===== config.mk =====
export PLATFORM = sky130hd
export DESIGN_NAME = alu_ctrl_encoder
export DESIGN_NICKNAME = d
export VERILOG_FILES = /design/src/rtl/alu_ctrl_encoder.sv
export SDC_FILE = /design/constraint.sdc
export NUM_CORES = 1
export LEC_CHECK = 0
export CELL_PAD_IN_SITES_DETAIL_PLACEMENT = 0
export CELL_PAD_IN_SITES_GLOBAL_PLACEMENT = 1
export CORE_ASPECT_RATIO = 1.1
export CORE_MARGIN = 5
export CORE_UTILIZATION = 30
export CTS_CLUSTER_DIAMETER = 50
export DETAILED_ROUTE_END_ITERATION = 16
export PLACE_DENSITY = 0.78
export SYNTH_ARGS = -nofsm -noshare
export SYNTH_HDL_FRONTEND = slang
export SYNTH_SLANG_ARGS = --single-unit

===== constraint.sdc =====
create_clock -name clk -period 1.36 [get_ports clk]
set_input_delay 0.204 -clock clk [delete_from_list [all_inputs] [get_ports clk]]
set_output_delay 0.204 -clock clk [all_outputs]
set_load 0.05 [all_outputs]

===== src/rtl/alu_ctrl_encoder.sv =====
// rtl/alu_ctrl_encoder.sv - registered ALU control-word encoder with valid/ready handshake
// Variable-shift words hold off new instructions for VSHIFT_STALL cycles after they are consumed.
module alu_ctrl_encoder #(
  parameter int unsigned VSHIFT_STALL = 2
) (
  input  logic       clk,
  input  logic       rst,
  input  logic       in_valid,
  output logic       in_ready,
  input  logic [5:0] opcode,
  input  logic [4:0] funct,
  output logic       out_valid,
  input  logic       out_ready,
  output logic [3:0] alu_control_signal,
  output logic       illegal
);

  typedef enum logic [1:0] {
    S_IDLE  = 2'd0,
    S_VALID = 2'd1,
    S_STALL = 2'd2
  } state_t;

  localparam logic [3:0] LP_STALL = 4'(VSHIFT_STALL);

  state_t     r_state;
  logic [3:0] r_cnt;
  logic       r_valid;
  logic [3:0] r_code;
  logic       r_illegal;

  logic [3:0] w_enc_code;
  logic       w_enc_illegal;
  logic       w_held_vshift;
  logic       w_in_ready;

  always_comb begin
    w_enc_code    = 4'b0000;
    w_enc_illegal = 1'b0;
    if (opcode == 6'b000000) begin
      case (funct)
        5'b00000: w_enc_code = 4'b0000;
        5'b00001: w_enc_code = 4'b0001;
        5'b00010: w_enc_code = 4'b0010;
        5'b00011: w_enc_code = 4'b0011;
        5'b00100: w_enc_code = 4'b0100;
        5'b00101: w_enc_code = 4'b0101;
        5'b00110: w_enc_code = 4'b0110;
        5'b00111: w_enc_code = 4'b0111;
        5'b01000: w_enc_code = 4'b1001;
        5'b01001: w_enc_code = 4'b1000;
        5'b01010: w_enc_code = 4'b1010;
        default:  w_enc_illegal = 1'b1;
      endcase
    end else if (opcode == 6'b000001) begin
      w_enc_code = 4'b0000;
    end else if (opcode == 6'b000010) begin
      w_enc_code = 4'b0001;
    end else begin
      w_enc_illegal = 1'b1;
    end
  end

  assign w_held_vshift = (r_code == 4'b1000) || (r_code == 4'b1001) || (r_code == 4'b1010);

  always_comb begin
    w_in_ready = 1'b0;
    case (r_state)
      S_IDLE:  w_in_ready = 1'b1;
      S_VALID: w_in_ready = out_ready && !w_held_vshift;
      default: w_in_ready = 1'b0;
    endcase
  end

  assign in_ready           = w_in_ready;
  assign out_valid          = r_valid;
  assign alu_control_signal = r_code;
  assign illegal            = r_illegal;

  always_ff @(posedge clk or posedge rst) begin
    if (rst) begin
      r_state   <= S_IDLE;
      r_cnt     <= 4'd0;
      r_valid   <= 1'b0;
      r_code    <= 4'b0000;
      r_illegal <= 1'b0;
    end else begin
      case (r_state)
        S_IDLE: begin
          if (in_valid) begin
            r_code    <= w_enc_code;
            r_illegal <= w_enc_illegal;
            r_valid   <= 1'b1;
            r_state   <= S_VALID;
          end
        end
        S_VALID: begin
          if (out_ready) begin
            if (w_held_vshift) begin
              r_valid <= 1'b0;
              if (LP_STALL != 4'd0) begin
                r_cnt   <= LP_STALL;
                r_state <= S_STALL;
              end else begin
                r_state <= S_IDLE;
              end
            end else if (in_valid) begin
              // Back-to-back: the consumed word is replaced on the same edge.
              r_code    <= w_enc_code;
              r_illegal <= w_enc_illegal;
            end else begin
              r_valid <= 1'b0;
              r_state <= S_IDLE;
            end
          end
        end
        S_STALL: begin
          if (r_cnt <= 4'd1) begin
            r_cnt   <= 4'd0;
            r_state <= S_IDLE;
          end else begin
            r_cnt <= r_cnt - 4'd1;
          end
        end
        default: r_state <= S_IDLE;
      endcase
    end
  end

endmodule


---- Yosys cells after proc, flatten, opt, wreduce, memory -nomap -nowiden ----
Cells that the tools add are included.
cells by class
  reduce and logical (&&, ||, !) cells .... 14
  eq/ne operators ......................... 23
  magnitude comparators ................... 1
  mux-type cells .......................... 32
  add/sub/neg operators ................... 1
operator list
  cell                                                  count
  one-hot mux 4 bit (10 select lines)                   1
  2-to-1 mux 4 bit                                      7
  equality test 5 x 3 -> 1 bit (second input constant)  4
  one-hot mux 4 bit (2 select lines)                    2
  equality test 5 x 4 -> 1 bit (second input constant)  3
  2-to-1 mux 1 bit                                      13
  equality test 4 bit (second input constant)           3
  OR reduction 11 bit                                   1
  equality test 5 x 2 -> 1 bit (second input constant)  2
  2-to-1 mux 2 bit                                      5
  inequality test 2 bit (second input constant)         5
  AND reduction 4 bit                                   2
  equality test 6 x 1 -> 1 bit (second input constant)  1
  equality test 6 x 2 -> 1 bit (second input constant)  1
  logical NOT 6 bit                                     1
  one-hot mux 1 bit (2 select lines)                    3
  one-hot mux 2 bit (3 select lines)                    1
  AND reduction 3 bit                                   2
  equality test 5 x 1 -> 1 bit (second input constant)  1
  logical NOT 5 bit                                     1
  <= comparator 4 x 1 -> 1 bit (second input constant)  1
  nonzero test 2 bit                                    2
  subtractor 4 x 1 -> 4 bit (second input constant)     1
  inequality test 3 bit (second input constant)         1
  6 further kinds                                       7
word-level totals
  bits in registers ....................... 12
  word-level logic and storage cells ...... 76
  output and inout bits ................... 7

---- Depth between registers and ports, before layout ----
Gate-level depths: netlist of the first run.
  depth in word-level cells ............... 8
  depth in mapped cells ................... 5
  gate-level depth less buffers ........... 5

---- Worst setup path before layout of the first run ----
OpenSTA, ideal clock, no wires.
  path type ............................... register to output
  from .................................... register r_code[0] (netlist: alu_control_signal[0])
  to ...................................... output port in_ready
  path slack .............................. -0.705 ns
  arrival time ............................ 1.861 ns
  stages on the path, launching flop included .. 4
  cell sequence ........................... dfrtp_1 > nand2_1 > a21bo_2 > a21oi_1
on the way
  cells in the longest elaborated chain, start to end .. 6
  elaborated cells on any way between the ends .. 8
RTL lines
  item                                  line  source
  start, declared                       29    logic [3:0] r_code;
  start signal, assigned                91    r_code <= w_enc_code;
  start signal, assigned                109   r_code <= w_enc_code;
  equality test 4 bit                   64    assign w_held_vshift = (r_code == 4'b1000) || (r_code == 4'b1001) || (r_code == 4'b1010);
  logical OR 1 bit                      64
  logical OR 1 bit *                    64
  logical NOT 1 bit *                   70    S_VALID: w_in_ready = out_ready && !w_held_vshift;
  logical AND 1 bit *                   70
  one-hot mux 1 bit (2 select lines) *  68    case (r_state)
  end, declared                         9     output logic in_ready,
Mark *: on every way between the ends. The rest lies on a longest branch, timed or not.

---- Final worst setup path of the first run ----
  from .................................... register r_code[3] (netlist: alu_control_signal[3])
  to ...................................... output port in_ready
Same word-level chain as after synthesis.

==> results of run 1 <==
layer usage:
| layer | wire length [um] | vias to the layer above | share of wire (%) | track usage [%] |
|---|---|---|---|---|
| met3 | 82 | 2 | 4.5 | 3.56 |
| met2 | 982 | 16 | 53 | 21.5 |
| met5 | 0 | - | 0 | 0 |
| met1 | 749 | 344 | 41 | 11.7 |
| met4 | 26 | 0 | 1.4 | 6.10 |
| li1 | - | 355 | - | - |
timing repair:
action                     4_1_cts  5_1_grt
setup endpoints to repair        6        8
gates resized for setup          8        7
pin swaps                        3        4
setup buffers                    0        4
how the worst min path moves through the flow:
stage	from	to	slack (ps)	cells past startpoint
after CTS	rst	r_cnt[2]$_DFFE_PP0P_	250	2
after floorplan	rst	illegal$_DFFE_PP0P_	70	1
after global placement	rst	illegal$_DFFE_PP0P_	550	2
after detailed placement	rst	r_cnt[0]$_DFFE_PP0P_	550	2
after global routing	rst	out_valid$_DFFE_PP0P_	290	2
final	rst	out_valid$_DFFE_PP0P_	240	2
logic make-up after synthesis:
| kind of cell | Yosys count | share of synthesized area, % |
|---|---|---|
| simple gates | 26 | 22.5 |
| compound gates | 20 | 18.6 |
| flops | 12 | 42.1 |
| buf+inv | 7 | 3.68 |
| mux | 5 | 8.42 |
| fa+ha+maj | 2 | 3.51 |
| xor+xnor | 1 | 1.23 |
power groups by stage:
| stage | combinational, mW | sequential [mW] | clock, mW |
|---|---|---|---|
| after floorplan | 0.0675 | 0.400 | 0 |
| after global placement | 0.198 | 0.383 | 0 |
| after detailed placement | 0.201 | 0.384 | 0 |
| after CTS | 0.204 | 0.377 | 0.239 |
| after global routing | 0.223 | 0.378 | 0.259 |
| final | 0.210 | 0.377 | 0.230 |
metrics by stage:
step           power, mW  cells  TNS (ps)  util, %  setup slack (ps)
2_1_floorplan      0.467     73     -1050        -              -195
3_3_place_gp       0.581    140     -2230     53.1              -379
3_5_place_dp       0.584    140     -2410     53.1              -420
4_1_cts            0.820    144      -780     55.1              -280
5_1_grt            0.860    148     -1570     57.8              -297
6_report           0.816    148     -1370     57.8              -252
placed cells by master, fill, tap and decap left out, types with 3 or more instances in the layout:
master           netlist  final
a21oi_1                5      3
and3_1                 3      3
buf_12                 0      7
buf_4                  0     20
clkbuf_4               0      3
clkdlybuf4s50_1        0     12
dfrtp_1               12      8
dfrtp_2                0      4
inv_1                  6      4
mux2_4                 1      5
nand2_1                5      4
nor2_1                 4      4
nor2b_1                4      3
o21ai_0                4      4
registers in the layout, indices dropped and copies added (netlist names):
signal / flops
alu_control_signal: 4
illegal: 1
out_valid: 1
r_cnt: 4
r_state: 2
area by class of cell:
cell class                      instances  share of cell area, %
Multi-Input combinational cell         54                   36.2
Timing Repair Buffer                   42                   33.7
Sequential cell                        12                   23.4
Tap cell                               30                   2.88
Clock buffer                            4                   2.02
Inverter                                6                   1.73
==> qor.yml, run 1 <==
route:
  viasPerCell: 4.84
  wl_per_cell_um: 12.4
  post-route-drc-count: 0
  wl_mm: 1.84
  vias: 717
  first_pass_iters: 3
  drtIter0Drc: 8
  drt.antenna.violating_nets: 0
clocking:
  cts_tree: "built"
  clock_sinks: 12
  cts_hold_buffers: 0
  cts_buffer_depth: 2
  clkLatencyLatePin_ps: 270
  numCtsBuffers: 3
  clock-root-buffer: "clkbuf_4"
  path_clk_slew_ps: 90
  htreeDepth: 1
worst_setup_path:
  r2r_end: "illegal$_DFFE_PP0P_"
  cp_slowest_cell: "dfrtp_2"
  crit_type: "register to primary output"
  rrSetupSlack_ps: -240
  cp.depth: 5
  end_kind: "primary output"
  critPathLaunchType: "register"
  slowest_delay_ps: 410
  critPathTopFamily: "flip-flops"
  rr_startpoint: "alu_control_signal[3]$_DFFE_PP0P_"
  cp.required_ps: 1160
  critPathCapture: "in_ready"
  startpoint: "alu_control_signal[3]$_DFFE_PP0P_"
  worstPathMaxFanout: 2
  ff2ff_path_depth: 5
  crit_arrival_ps: 1410
  crit_chain: "nor2b_4 > a21bo_4 > buf_6 > a21oi_4 > buf_12"
  cp_num_buf_inv: 2
outcome:
  outcome: "finished with violations"
  failed_checks: "setup timing"
pwr:
  power_frac_seq_pct: 46.1
  p_sw_share_pct: 27.2
  p_int_mw: 0.594
  p_comb_share_pct: 25.7
  p_sw_mw: 0.222
  powerDensity_nw_per_um2: 627
  p_clk_share_pct: 28.2
  peakVddDrop_mv: 0.308
  leakage_nw: 0.579
cells_and_area:
  postLayoutCellArea_sq_um: 1300
  drive_gt1_share_pct: 44.9
  multi_input_area_sq_um: 472
  regArea_sq_um: 305
  diodes: 0
  final_nets: 136
  area_growth_pct: 82.6
  num-fill-cells: 208
synth:
  synth_edf_count: 0
  yosysTopAreaCellShare_pct: 42.1
  synth_flop_cell: "dfrtp_1"
  avgSynthCellArea_sq_um: 9.77
  synth.cell_area_sq_um: 713
  synth_area_leaders: "dfrtp_1, mux2_1, a21oi_1, ha_1, nor2b_1"
  ys_types: 31
  yosys_warnings: 0
  ys_ff_latch: 12
  synth.most_common_cell: "dfrtp_1"
  syn_inst: 73
  ys_async_sr_fraction_pct: 100
  yosysSeqAreaShare_pct: 42.1
  synthTopCellsByCount: "dfrtp_1, inv_1, a21oi_1, nand2_1"
  yosysTopAreaCell: "dfrtp_1"
  synth_nets: 90
floorplan:
  ios: 22
  num_rows: 18
  die_h_um: 61.1
  start_util_pct: 31.7
  die_w_um: 56.5
  core_sq_um: 2250
  dieArea_sq_um: 3450
run:
  drv_cap: 0
min_path:
  hold_class: "input port to asynchronous set/reset pin"
sta:
  max_slew_margin_pct: 68.4
  setup_viol: 6
  period_share_pct: 119
  setup_ws_ps: -252
  rsz0062_at_grt: "yes"
  skew_ps: 16.8
  whs_ps: 235
  drv_slew: 0
  finalHoldViolations: 0
  fmax_ghz: 0.620
  worst_slew_pin_slew_ps: 473
  fin_crit_ps: 1610
global_routing:
  antenna_found_initial: 0
  grtUsageTotal_pct: 11.5
  overflow: 0
  grt_pass1_wl_mm: 3.12
  grt_start_max_net_pins: 13
  grt_pass1_vias: 777
placed_design:
  placed_area_sq_um: 1190
  port_buffers: 21
  place_congestion: 0.767
  place_hpwl_mm: 1.40
(Power assumes the default switching activity.)
==> inputs of run 2 (changes only) <==
CORE_UTILIZATION = 33   (was 30)
PLACE_DENSITY = 0.81   (was 0.78)
clock period = 1.7 ns   (was 1.36 ns; I/O delays follow)
==> run 2 against run 1 <==
  * The flow now finishes without violations
  * Total power is 18% lower
  * Global-route usage is 0.096 points lower
  * Flip-flop and latch count stayed put
  * Critical path depth is 1 higher
  * Sequential share of layout area is 5.6 points higher
  * Cell count is 12% lower
  * Clock power is 2% higher
  * Via count is 12% lower
  * Clock skew is 4.2 ps lower
  * Die area is 7.6% lower
  * Cell area is 19% lower
  * Largest cell class unchanged
  * Highest routed layer unchanged
==> qor.yml, run 2 (synthesis gave the netlist of run 1 again) <==
global_routing:
  grt_pass1_wl_mm: 2.62
  grtUsageTotal_pct: 11.4
  grt_pass1_vias: 645
  grt_start_max_net_pins: 13
  antenna_found_initial: 0
  overflow: 0
sta:
  fin_crit_ps: 1630
  setup_viol: 0
  skew_ps: 12.7
  max_slew_margin_pct: 68.5
  worst_slew_pin_slew_ps: 468
  rsz0062_at_grt: "no"
  whs_ps: 268
  drv_slew: 0
  finalHoldViolations: 0
  setup_ws_ps: 72.2
  period_share_pct: 95.8
  final.setup.tns_ps: 0
  fmax_ghz: 0.614
pwr:
  p_clk_share_pct: 35.1
  peakVddDrop_mv: 0.294
  p_sw_share_pct: 26.5
  power_frac_seq_pct: 45.1
  powerDensity_nw_per_um2: 636
  p_sw_mw: 0.177
  p_comb_share_pct: 19.8
  leakage_nw: 0.470
  p_int_mw: 0.490
clocking:
  cts_hold_buffers: 0
  htreeDepth: 1
  path_clk_slew_ps: 80
  numCtsBuffers: 3
  clock_sinks: 12
  clock-root-buffer: "clkbuf_4"
  clkLatencyLatePin_ps: 290
  cts_buffer_depth: 2
  cts_tree: "built"
worst_setup_path:
  r2r_end: "alu_control_signal[0]$_DFFE_PP0P_"
  worstPathMaxFanout: 5
  cp.required_ps: 1860
  end_kind: "register"
  rr_startpoint: "alu_control_signal[3]$_DFFE_PP0P_"
  ff2ff_path_depth: 6
  crit_arrival_ps: 1790
  crit_type: "register to register"
  rrSetupSlack_ps: 70
  critPathLaunchType: "register"
min_path:
  hold_class: "input port to asynchronous set/reset pin"
placed_design:
  place_hpwl_mm: 1.27
  place_congestion: 0.764
  place_inst: 125
  port_buffers: 21
  placed_area_sq_um: 996
  pre_cts_slack_ps: -136
cells_and_area:
  layout_commonest_cell: "clkdlybuf4s50_1"
  drive_gt1_share_pct: 27.5
  postLayoutCellArea_sq_um: 1050
  area_growth_pct: 47.2
  num-fill-cells: 204
  final_nets: 120
  diodes: 0
  fin_cells: 130
  layout_common_cells: "clkdlybuf4s50_1, buf_4, dfrtp_1"
floorplan:
  die_w_um: 54.3
  num_rows: 17
  die_h_um: 58.8
  start_util_pct: 34.9
  ios: 22
  dieArea_sq_um: 3190
  core_sq_um: 2040
outcome:
  outcome: "completed"
route:
  wl_mm: 1.56
  vias: 632
  drt.antenna.violating_nets: 0
  first_pass_iters: 2
  drtIter0Drc: 3
  post-route-drc-count: 0
  wl_per_cell_um: 12.0
  viasPerCell: 4.86
run:
  drv_cap: 0
## run 2: cell count changes in the layout (fill, tap and decap cells not counted), sizes merged
| cell | before | now |
|---|---|---|
| buf | 28 | 12 |
| clkdlybuf4s50 | 12 | 14 |
| dlygate4sd2 | 2 | 0 |
## run 2: power groups by stage
stage / logic, mW / clock network [mW] / registers (mW)
finish: 0.132 / 0.234 / 0.301
global route: 0.142 / 0.257 / 0.301
CTS: 0.134 / 0.243 / 0.301
detailed placement: 0.134 / 0 / 0.306
global placement: 0.132 / 0 / 0.306
floorplan: 0.0504 / 0 / 0.320
## run 2: area by class of cell
| type | count | area (sq um) | area share (%) |
|---|---|---|---|
| multi-input cells | 54 | 408 | 38.9 |
| repair buffers | 26 | 243 | 23.1 |
| clock buffers | 4 | 36.3 | 3.46 |
| flip-flops and latches | 12 | 305 | 29.1 |
| inverters | 6 | 22.5 | 2.15 |
| well taps | 28 | 35.0 | 3.34 |
## run 2: per-layer routing
metal | share of wire (%) | global-route usage (%)
met4 | 2.8 | 7.47
met1 | 40 | 11.4
met3 | 6.2 | 3.54
met2 | 51 | 19.7
met5 | 0 | 0
## run 2: worst max-delay path by stage
stage / startpoint / endpoint / slack [ps] / cells past startpoint
floorplan: alu_control_signal[3]$_DFFE_PP0P_ / alu_control_signal[0]$_DFFE_PP0P_ / 30 / 4
global route: alu_control_signal[3]$_DFFE_PP0P_ / alu_control_signal[0]$_DFFE_PP0P_ / 0.3 / 6
global placement: opcode[3] / illegal$_DFFE_PP0P_ / -90 / 5
CTS: alu_control_signal[3]$_DFFE_PP0P_ / alu_control_signal[0]$_DFFE_PP0P_ / 70 / 6
finish: alu_control_signal[3]$_DFFE_PP0P_ / alu_control_signal[0]$_DFFE_PP0P_ / 70 / 6
detailed placement: opcode[3] / illegal$_DFFE_PP0P_ / -140 / 5
## run 2: what timing repair did
item	in CTS	in global routing
hold endpoints to repair	0	0
setup endpoints to repair	1	0
setup buffers	2	0
resized for setup	3	0
## run 2: critical path, stage by stage (launching register included)
cell	delay, ps
dfrtp_2	410
nor2b_4	130
a21bo_2	230
buf_4	130
a21oi_2	120
buf_4	160
mux2_1	320
## run 2: per-stage QoR
step	util, %	total power, mW
global route	51.4	0.700
CTS	51.4	0.677
floorplan	-	0.370
global placement	48.8	0.438
finish	51.4	0.667
detailed placement	48.8	0.440
==> inputs of run 3 (changes only) <==
HOLD_SLACK_MARGIN = 0.06   (was unset)
==> results of run 3 <==
The final DEF is identical to that of run 2; final timing and power are the same.
